$ cat src/rtl/rtc_pkg.sv
// Shared constants, time payload and BCD helper for the RTC seven-segment display path.
package rtc_pkg;

    localparam int unsigned NUM_DIGITS = 4;
    localparam int unsigned DIGIT_W    = $clog2(NUM_DIGITS);
    localparam int unsigned MIN_W      = 2;
    localparam int unsigned SEC_W      = 6;
    localparam int unsigned SEG_W      = 7;

    // Active-low {g,f,e,d,c,b,a}
    localparam logic [SEG_W-1:0] SEG_0     = 7'h40;
    localparam logic [SEG_W-1:0] SEG_1     = 7'h79;
    localparam logic [SEG_W-1:0] SEG_2     = 7'h24;
    localparam logic [SEG_W-1:0] SEG_3     = 7'h30;
    localparam logic [SEG_W-1:0] SEG_4     = 7'h19;
    localparam logic [SEG_W-1:0] SEG_5     = 7'h12;
    localparam logic [SEG_W-1:0] SEG_6     = 7'h02;
    localparam logic [SEG_W-1:0] SEG_7     = 7'h78;
    localparam logic [SEG_W-1:0] SEG_8     = 7'h00;
    localparam logic [SEG_W-1:0] SEG_9     = 7'h10;
    localparam logic [SEG_W-1:0] SEG_BLANK = 7'h7F;

    typedef struct packed {
        logic [MIN_W-1:0] min;
        logic [SEC_W-1:0] sec;
    } rtc_time_t;

    // Tens digit of a 0..63 seconds value by compare ladder
    function automatic logic [2:0] sec_tens(input logic [SEC_W-1:0] sec);
        if (sec >= 6'd60)      return 3'd6;
        else if (sec >= 6'd50) return 3'd5;
        else if (sec >= 6'd40) return 3'd4;
        else if (sec >= 6'd30) return 3'd3;
        else if (sec >= 6'd20) return 3'd2;
        else if (sec >= 6'd10) return 3'd1;
        else                   return 3'd0;
    endfunction

endpackage

$ cat src/rtl/seg7_encode.sv
// Decimal digit to active-low seven-segment pattern; blank or out-of-range values turn all segments off.
module seg7_encode
    import rtc_pkg::*;
(
    input  logic [3:0]       val,
    input  logic             blank,
    output logic [SEG_W-1:0] seg_c
);

    always_comb begin
        seg_c = SEG_BLANK;
        if (!blank) begin
            case (val)
                4'd0:    seg_c = SEG_0;
                4'd1:    seg_c = SEG_1;
                4'd2:    seg_c = SEG_2;
                4'd3:    seg_c = SEG_3;
                4'd4:    seg_c = SEG_4;
                4'd5:    seg_c = SEG_5;
                4'd6:    seg_c = SEG_6;
                4'd7:    seg_c = SEG_7;
                4'd8:    seg_c = SEG_8;
                4'd9:    seg_c = SEG_9;
                default: seg_c = SEG_BLANK;
            endcase
        end
    end

endmodule

$ cat src/rtl/rtc_display_mux.sv
// Multiplexed M.SS display of the RTC counter: input sync, per-frame snapshot,
// BCD split, digit scan and blink once the run is done.
module rtc_display_mux
    import rtc_pkg::*;
#(
    parameter int unsigned REFRESH_DIV = 50000,
    parameter int unsigned BLINK_DIV   = 25000000
) (
    input  logic             clk,
    input  logic             rst,
    input  logic [MIN_W-1:0] min,
    input  logic [SEC_W-1:0] sec_counter,
    input  logic             done,
    output logic [3:0]       an,
    output logic [SEG_W-1:0] seg,
    output logic             dp
);

    localparam int unsigned REF_W   = $clog2(REFRESH_DIV);
    localparam int unsigned BLINK_W = $clog2(BLINK_DIV);

    rtc_time_t            meta_q, meta_d, sync_q, sync_d, snap_q, snap_d;
    logic                 done_meta_q, done_meta_d, done_sync_q, done_sync_d;
    logic [REF_W-1:0]     ref_cnt_q, ref_cnt_d;
    logic [DIGIT_W-1:0]   digit_idx_q, digit_idx_d;
    logic [BLINK_W-1:0]   blink_cnt_q, blink_cnt_d;
    logic                 blink_ph_q, blink_ph_d;
    logic [3:0]           an_q, an_d;
    logic [SEG_W-1:0]     seg_q, seg_d;
    logic                 dp_q, dp_d;

    logic                 ref_wrap, blink_wrap;
    logic [2:0]           sec_tens_dig;
    logic [3:0]           sec_ones_dig;
    logic [3:0]           digit_val;
    logic                 digit_blank;
    logic                 digit_dp;
    logic [SEG_W-1:0]     seg_c;

    // Digit selection and BCD split of the frozen frame
    always_comb begin
        sec_tens_dig = sec_tens(snap_q.sec);
        sec_ones_dig = 4'(snap_q.sec - SEC_W'(sec_tens_dig) * SEC_W'(10));
        digit_val    = 4'd0;
        digit_blank  = 1'b0;
        digit_dp     = 1'b1;
        case (digit_idx_q)
            DIGIT_W'(0): digit_val = sec_ones_dig;
            DIGIT_W'(1): digit_val = 4'(sec_tens_dig);
            DIGIT_W'(2): begin
                digit_val = 4'(snap_q.min);
                digit_dp  = 1'b0;
            end
            default:     digit_blank = 1'b1;
        endcase
    end

    seg7_encode u_seg7_encode (
        .val   (digit_val),
        .blank (digit_blank),
        .seg_c (seg_c)
    );

    always_comb begin
        meta_d      = meta_q;
        sync_d      = sync_q;
        snap_d      = snap_q;
        done_meta_d = done_meta_q;
        done_sync_d = done_sync_q;
        ref_cnt_d   = ref_cnt_q;
        digit_idx_d = digit_idx_q;
        blink_cnt_d = blink_cnt_q;
        blink_ph_d  = blink_ph_q;
        an_d        = an_q;
        seg_d       = seg_q;
        dp_d        = dp_q;

        meta_d.min  = min;
        meta_d.sec  = sec_counter;
        sync_d      = meta_q;
        done_meta_d = done;
        done_sync_d = done_meta_q;

        ref_wrap  = (ref_cnt_q == REF_W'(REFRESH_DIV - 1));
        ref_cnt_d = ref_wrap ? '0 : REF_W'(ref_cnt_q + 1'b1);
        if (ref_wrap) begin
            digit_idx_d = DIGIT_W'(digit_idx_q + 1'b1);
            // Load on the 3->0 wrap so a whole scan shows one time value
            if (digit_idx_q == DIGIT_W'(NUM_DIGITS - 1)) begin
                snap_d = sync_q;
            end
        end

        blink_wrap = (blink_cnt_q == BLINK_W'(BLINK_DIV - 1));
        if (done_sync_q) begin
            blink_cnt_d = blink_wrap ? '0 : BLINK_W'(blink_cnt_q + 1'b1);
            if (blink_wrap) begin
                blink_ph_d = ~blink_ph_q;
            end
        end else begin
            blink_cnt_d = '0;
            blink_ph_d  = 1'b0;
        end

        an_d  = (digit_blank || blink_ph_q) ? 4'hF : ~(4'b0001 << digit_idx_q);
        seg_d = seg_c;
        dp_d  = digit_dp;
    end

    always_ff @(posedge clk) begin
        if (rst) begin
            meta_q      <= '0;
            sync_q      <= '0;
            snap_q      <= '0;
            done_meta_q <= 1'b0;
            done_sync_q <= 1'b0;
            ref_cnt_q   <= '0;
            digit_idx_q <= '0;
            blink_cnt_q <= '0;
            blink_ph_q  <= 1'b0;
            an_q        <= 4'hF;
            seg_q       <= SEG_BLANK;
            dp_q        <= 1'b1;
        end else begin
            meta_q      <= meta_d;
            sync_q      <= sync_d;
            snap_q      <= snap_d;
            done_meta_q <= done_meta_d;
            done_sync_q <= done_sync_d;
            ref_cnt_q   <= ref_cnt_d;
            digit_idx_q <= digit_idx_d;
            blink_cnt_q <= blink_cnt_d;
            blink_ph_q  <= blink_ph_d;
            an_q        <= an_d;
            seg_q       <= seg_d;
            dp_q        <= dp_d;
        end
    end

    assign an  = an_q;
    assign seg = seg_q;
    assign dp  = dp_q;

endmodule

$ cat config.mk
export PLATFORM = sky130hd
export DESIGN_NAME = rtc_display_mux
export DESIGN_NICKNAME = d
export VERILOG_FILES = /design/src/rtl/rtc_pkg.sv /design/src/rtl/seg7_encode.sv /design/src/rtl/rtc_display_mux.sv
export SDC_FILE = /design/constraint.sdc
export NUM_CORES = 1
export LEC_CHECK = 0
export ABC_CLOCK_PERIOD_IN_PS = 2700
export BUFFER_PORTS_ARGS = -buffer_cell sky130_fd_sc_hd__clkbuf_2
export CAP_MARGIN = 20
export CORE_ASPECT_RATIO = 1.4
export CORE_MARGIN = 4
export CORE_UTILIZATION = 33
export DETAILED_ROUTE_END_ITERATION = 12
export GPL_TIMING_DRIVEN = 0
export HOLD_SLACK_MARGIN = 0.08
export PLACE_DENSITY = 0.58
export SYNTH_ARGS = -nofsm -noshare
export SYNTH_HDL_FRONTEND = slang
export SYNTH_SLANG_ARGS = --single-unit
export TNS_END_PERCENT = 20
$ cat constraint.sdc
create_clock -name clk -period 2.7 [get_ports clk]
set_input_delay 0.135 -clock clk [delete_from_list [all_inputs] [get_ports clk]]
set_output_delay 0.135 -clock clk [all_outputs]
set_load 0.005 [all_outputs]
==> results of run 1 <==
[cell families (layout without fill, tap and decap cells)]
| kind of cell | after synthesis | in the layout | synth area share, % |
|---|---|---|---|
| AOI/OAI and AO/OA | 31 | 31 | 6.74 |
| buffers and inverters | 25 | 72 | 2.97 |
| muxes | 9 | 9 | 2.51 |
| DFF | 82 | 82 | 45.8 |
| and+or+nand+nor | 188 | 188 | 27.2 |
| adders and majority gates | 13 | 13 | 4.75 |
| xor gates and xnor gates | 41 | 41 | 10.0 |
[final cells by class]
| cell class | count | area [sq um] |
|---|---|---|
| Multi-Input combinational cell | 282 | 1870 |
| Tap cell | 138 | 173 |
| Fill cell | 1069 | 6210 |
| Sequential cell | 82 | 1640 |
| Clock inverter | 6 | 66.3 |
| Buffer | 14 | 73.8 |
| Inverter | 11 | 41.3 |
| Timing Repair Buffer | 31 | 200 |
| Clock buffer | 10 | 239 |
[cell usage in the layout, fill, tap and decap left out, types with 2 or more instances in the layout]
master and instances:
o21ai_0 5, a21boi_0 2, dfxtp_1 81, nor3b_1 2, xor2_1 25, nor4b_1 2
buf_4 2, xnor2_1 16, clkinvlp_4 3, a211o_1 5, clkbuf_16 9, nand3b_1 3
nand4_1 4, nor2_1 67, or4b_1 2, and3_1 8, clkbuf_2 22, nand2_1 31
a311o_1 2, nor3_1 6, nor2b_1 19, inv_1 11, clkbuf_1 8, nand3_1 19
o21ai_1 2, mux2i_1 9, nand2b_1 6, ha_1 12, buf_2 2, a21oi_2 2
dlygate4sd3_1 9
[metal layers]
layer	GRT usage [%]	up-vias
li1	-	1378
met1	13.8	1216
met2	18.6	39
met3	3.32	17
met4	6.96	0
met5	0	-
[critical path, cell delays in order (launching register included)]
cell,delay (ns)
dfxtp_1,0.37
buf_6,0.15
and2b_1,0.22
a21oi_2,0.14
o21ai_1,0.11
fa_2,0.41
a211oi_4,0.28
nor2_4,0.10
or3_4,0.41
a311o_1,0.28
[sequential cells by signal, indices dropped and copies added (netlist names)]
| name | flops |
|---|---|
| an | 4 |
| blink_cnt_q | 25 |
| blink_ph_q | 1 |
| digit_idx_q | 2 |
| done_meta_q | 1 |
| done_sync_q | 1 |
| dp | 1 |
| meta_q | 8 |
| ref_cnt_q | 16 |
| seg | 7 |
| snap_q | 8 |
| sync_q | 8 |
[how the worst max path moves through the flow]
stage	start	endpoint	slack (ns)	cells after the start
final	snap_q[5]$_SDFFE_PP0P_	seg[6]$_SDFF_PP1_	0.12	9
after global routing	snap_q[2]$_SDFFE_PP0P_	seg[6]$_SDFF_PP1_	-0.02	11
after CTS	snap_q[3]$_SDFFE_PP0P_	seg[5]$_SDFF_PP1_	0.006	10
after detailed placement	snap_q[5]$_SDFFE_PP0P_	seg[6]$_SDFF_PP1_	-0.09	9
after global placement	snap_q[5]$_SDFFE_PP0P_	seg[6]$_SDFF_PP1_	-0.02	9
after floorplan	snap_q[5]$_SDFFE_PP0P_	seg[6]$_SDFF_PP1_	0.20	9
[Yosys cell counts, types with 2 or more instances]
cell	n	area share [%]
xnor2_1	16	3.9
nor3b_1	2	0.42
a311o_1	2	0.56
buf_2	4	0.56
clkbuf_1	8	0.84
nand2b_1	6	1.0
a21oi_1	2	0.28
and3_1	8	1.4
nor4b_1	2	0.49
nor3_1	6	0.84
nand3b_1	3	0.63
inv_1	11	1.2
nand2_1	31	3.2
dfxtp_1	82	46
a211o_1	5	1.2
mux2i_1	9	2.5
xor2_1	25	6.1
nor2_1	68	7.1
nand3_1	19	2.7
nand4_1	4	0.70
o22ai_1	2	0.35
or4b_1	2	0.56
a21boi_0	2	0.42
ha_1	12	4.2
o21ai_0	6	0.84
buf_4	2	0.42
nor2b_1	19	3.3
[report_power, final]
part	leakage, nW	total [W]	internal [W]	switching (W)
Clock	0.141	0.00122	0.000740	0.000479
Sequential	0.668	0.00124	0.00123	0.00000771
Combinational	0.869	0.0000647	0.0000334	0.0000313
[repair_timing]
item / CTS / global route
hold buffers: 9 / 0
endpoints found under the hold margin: 9 / 0
setup endpoints to repair: 5 / 6
pin swaps: 1 / 1
resized for setup: 1 / 12
[metrics by stage]
| step | total power, W | cell area [sq um] | hold slack [ns] |
|---|---|---|---|
| global route | 0.00263 | 4310 | 0.292 |
| global placement | 0.00132 | 3860 | 0.347 |
| CTS | 0.00257 | 4260 | 0.272 |
| detailed placement | 0.00132 | 3860 | 0.352 |
| floorplan | 0.00130 | 3580 | 0.263 |
| finish | 0.00252 | 4310 | 0.270 |
==> flow_metrics.tcl, run 1 <==
set metrics [dict create \
    path_max_fanout 10 \
    boundaryPins 23 \
    setup_viol 0 \
    fin_crit_ns 2.58 \
    wl_per_cell_um 12.0 \
    die_h_um 131 \
    layout.cells.non_filler 574 \
    synth_ff_type "dfxtp_1" \
    core-area_sq_um 10500 \
    totalNegativeSetupSlack_ns 0 \
    skew_ns 0.00625 \
    post-cts-setup-buffers 0 \
    required_ns 2.92 \
    grt_overflow 0 \
    n_antenna_cell 0 \
    dieWidth_um 96.1 \
    hold_start "rst" \
    start_util_pct 34.1 \
    drcViolationCount 0 \
    syn_area_sq_um 3580 \
    cts_buffers 9 \
    rr_worst_depth 9 \
    port_buffers 22 \
    dr_wl_met3_um 225 \
    gp_congestion 0.795 \
    hold_class "primary input to flop" \
    grtUsageTotal_pct 11.7 \
    yosysUniqueCellTypes 58 \
    critPathCaptureType "flop" \
    die_area_sq_um 12600 \
    grt_max_degree 15 \
    setup_ws_ns 0.122 \
    antenna_found_initial 0 \
    place_inst 549 \
    syn_area_per_cell_sq_um 9.21 \
    cts.path.max_buffers 2 \
    synth_edf_count 0 \
    worstMarginPinSlew_ns 0.625 \
    dp_hpwl_um 5140 \
    final_util_pct 41.0 \
    drtIter0Drc 82 \
    cts_root_buf "clkbuf_16" \
    m1WireLength_um 3000 \
    worstReg2RegStart "snap_q[5]$_SDFFE_PP0P_" \
    area_delta_synth_final_pct 20.3 \
    rr_endpoint "seg[6]$_SDFF_PP1_" \
    ys_seq_area_share_pct 45.8 \
    drive_gt1_share_pct 13.8 \
    top_layer_used "met4" \
    ir_drop_uv 290 \
    dr_wl_met2_um 3440 \
    vias 2650 \
    period_share_pct 95.5 \
    final-hold-violation-count 0 \
    ys_warn_count 0 \
    cts_num_sinks 82 \
    async_flop_share_pct 0 \
    clkLatencyLatePin_ns 0.33 \
    start_kind "flop" \
    synth_nets 413 \
    rows 44 \
    min_to "ref_cnt_q[9]$_SDFF_PP0_" \
    grt_pass1_wl_um 11600 \
    outcome "finished clean" \
    clkTransAtPathRegs_ns 0.06 \
    drt_first_pass_iters 4 \
    arrival_ns 2.80 \
    final_nets 455 \
    synthCells 389 \
    path_class "flop to flop" \
    wirelength_um 6870 \
    final_max_slew_viol_count 0 \
    slew-limit-headroom_pct 58.0 \
    first_global_vias 2489 \
    powerDensity_nw_per_um2 586 \
    grt_setup_unrepaired "yes" \
    cts_tree "yes" \
    ys_ff_latch 82 \
    holdPathStages 4 \
    reg2reg_slack_ns 0.12 \
    viasPerCell 4.62 \
    ant_nets 0 \
    pre_cts_ws_ns -0.0879 \
    fmax_mhz 388 \
    h-tree-depth 3 \
    leakage_nw 1.68 \
    max_cap_viol_count 0 \
]
Note: power is estimated with default switching activity, not from simulation.
==> inputs of run 2 (changes only) <==
--- a/config.mk
+++ b/config.mk
@@ -5,7 +5,7 @@
 export SDC_FILE = /design/constraint.sdc
 export NUM_CORES = 1
 export LEC_CHECK = 0
-export ABC_CLOCK_PERIOD_IN_PS = 2700
+export ABC_CLOCK_PERIOD_IN_PS = 2750
 export BUFFER_PORTS_ARGS = -buffer_cell sky130_fd_sc_hd__clkbuf_2
 export CAP_MARGIN = 20
 export CORE_ASPECT_RATIO = 1.4
==> constraint.sdc (replaced) <==
create_clock -name clk -period 2.75 [get_ports clk]
set_input_delay 0.1375 -clock clk [delete_from_list [all_inputs] [get_ports clk]]
set_output_delay 0.1375 -clock clk [all_outputs]
set_load 0.005 [all_outputs]
==> run 2 against run 1 <==
Via count rose by 0.42%. Power fell by 1.9%. Critical path depth did not move. Clock power barely moved. Cell count did not move. Critical endpoint unchanged.
==> flow_metrics.tcl, run 2 (same netlist as run 1, synthesis figures left out) <==
set metrics [dict create \
    drive_gt1_share_pct 13.3 \
    rows 44 \
    seq_power_share_pct 49.1 \
    combPwrFrac_pct 2.6 \
    drt_first_pass_iters 4 \
    powerDensity_nw_per_um2 577 \
    grtUsageTotal_pct 11.7 \
    post-cts-setup-buffers 0 \
    pre_cts_ws_ns -0.0379 \
    layout.cells.non_filler 574 \
    ir_drop_uv 285 \
    start_util_pct 34.1 \
    swShare_pct 20.5 \
    grt_max_degree 15 \
    slew-limit-headroom_pct 58.0 \
    drcViolationCount 0 \
    final_cell_mix "dfxtp_1 (81), nor2_1 (68), nand2_1 (31)" \
    path_cells "buf_6, and2b_1, a21oi_2, o21ai_1, fa_2, nand2b_1, a21oi_1, or3_4, a311o_1" \
    crit_path_top_delay_cell "fa_2" \
    hold_class "primary input to flop" \
    gp_congestion 0.795 \
    critPathTopFamily "simple AND/OR/NAND/NOR gates" \
    required_ns 2.97 \
    wirelength_um 6870 \
    switching_power_w 0.000508 \
    place_inst 549 \
    outcome "finished clean" \
    ant_nets 0 \
    area_delta_synth_final_pct 19.9 \
    total_power_w 0.00248 \
    start_kind "flop" \
    top_regs "blink_cnt_q (25), ref_cnt_q (16)" \
    die_area_sq_um 12600 \
    skew_ns 0.00527 \
    fin_crit_ns 2.59 \
    final_nets 455 \
    port_buffers 22 \
    cp_num_buf_inv 1 \
    leakage_nw 1.68 \
    wl_per_cell_um 12.0 \
    vias 2661 \
    drtIter0Drc 93 \
    multi_input_area_sq_um 1860 \
    final_max_slew_viol_count 0 \
    final-hold-violation-count 0 \
    layout_commonest_cell "dfxtp_1" \
    clkPwrFrac_pct 48.3 \
    slowest_delay_ns 0.55 \
    path_max_fanout 10 \
    dieWidth_um 96.1 \
    cts_root_buf "clkbuf_16" \
    critPathCaptureType "flop" \
    core-area_sq_um 10500 \
    ff_latch_area_sq_um 1640 \
    h-tree-depth 3 \
    first_global_vias 2494 \
    dp_hpwl_um 5140 \
    regMostFlops "blink_cnt_q" \
    cts_buffers 9 \
    grt_setup_unrepaired "yes" \
    clkLatencyLatePin_ns 0.33 \
    worstMarginPinSlew_ns 0.625 \
    die_h_um 131 \
    internal_power_w 0.00197 \
    grt_overflow 0 \
    boundaryPins 23 \
    arrival_ns 2.81 \
    viasPerCell 4.64 \
    clkTransAtPathRegs_ns 0.06 \
    max_cap_viol_count 0 \
    largest_register_ffs 25 \
    cts.path.max_buffers 2 \
    path_class "flop to flop" \
    antenna_found_initial 0 \
    setup_viol 0 \
    cts_num_sinks 82 \
    period_share_pct 94.3 \
    cts_tree "yes" \
    setup_ws_ns 0.158 \
    n_antenna_cell 0 \
    fmax_mhz 386 \
    nFillCells 1073 \
    grt_pass1_wl_um 11600 \
]
## run 2: final timing paths
| check | slack (ns) | to | cells after the start | startpoint |
|---|---|---|---|---|
| worst min register to register | 0.44 | sync_q[4]$_SDFF_PP0_ | 1 | meta_q[4]$_SDFF_PP0_ |
| worst max-delay path | 0.16 | seg[6]$_SDFF_PP1_ | 9 | snap_q[5]$_SDFFE_PP0P_ |
| worst max register to register | 0.16 | seg[6]$_SDFF_PP1_ | 9 | snap_q[5]$_SDFFE_PP0P_ |
| worst min-delay path | 0.27 | ref_cnt_q[9]$_SDFF_PP0_ | 4 | rst |
## run 2: per-stage QoR
stage	hold slack (ns)	utilization, %	cell area (sq um)	setup TNS, ns
3_5_place_dp	0.355	36.8	3860	-0.0488
2_1_floorplan	0.266	-	3580	0
6_report	0.272	40.8	4300	0
5_1_grt	0.295	40.8	4300	-0.00229
4_1_cts	0.274	40.5	4260	0
3_3_place_gp	0.350	36.8	3860	0
## run 2: layout make-up
class                   count  share of cell area, %
plain buffers              14                   1.72
multi-input cells         282                   43.3
clock buffers              10                   5.56
well taps                 138                   4.02
inverters                  11                  0.961
clock inverters             6                   1.54
flip-flops and latches     82                   38.2
repair buffers             31                   4.66
## run 2: repair_timing
action                     4_1_cts  5_1_grt
hold buffers                     9        0
setup endpoints to repair        2        5
hold endpoints to repair         9        0
pin swaps                        0        1
cloned                           0        0
resized for setup                1        9
## run 2: power groups by stage
stage | sequential (W) | clock [W] | combinational [W]
detailed placement | 0.00124 | 0 | 0.0000552
CTS | 0.00122 | 0.00124 | 0.0000657
global route | 0.00122 | 0.00129 | 0.0000721
global placement | 0.00124 | 0 | 0.0000553
floorplan | 0.00124 | 0 | 0.0000320
finish | 0.00122 | 0.00120 | 0.0000635
## run 2: worst register-to-register path, cell delays in order, from the launching register on
cell and delay, ns:
dfxtp_1 0.37, buf_6 0.16, and2b_1 0.22, a21oi_2 0.14, o21ai_1 0.11, fa_2 0.55
nand2b_1 0.14, a21oi_1 0.13, or3_4 0.40, a311o_1 0.28
## run 2: metal layers
metal | track usage, % | wire length (um)
met5 | 0 | 0
met4 | 7.20 | 240
met3 | 3.32 | 229
met2 | 18.4 | 3420
met1 | 13.8 | 2980
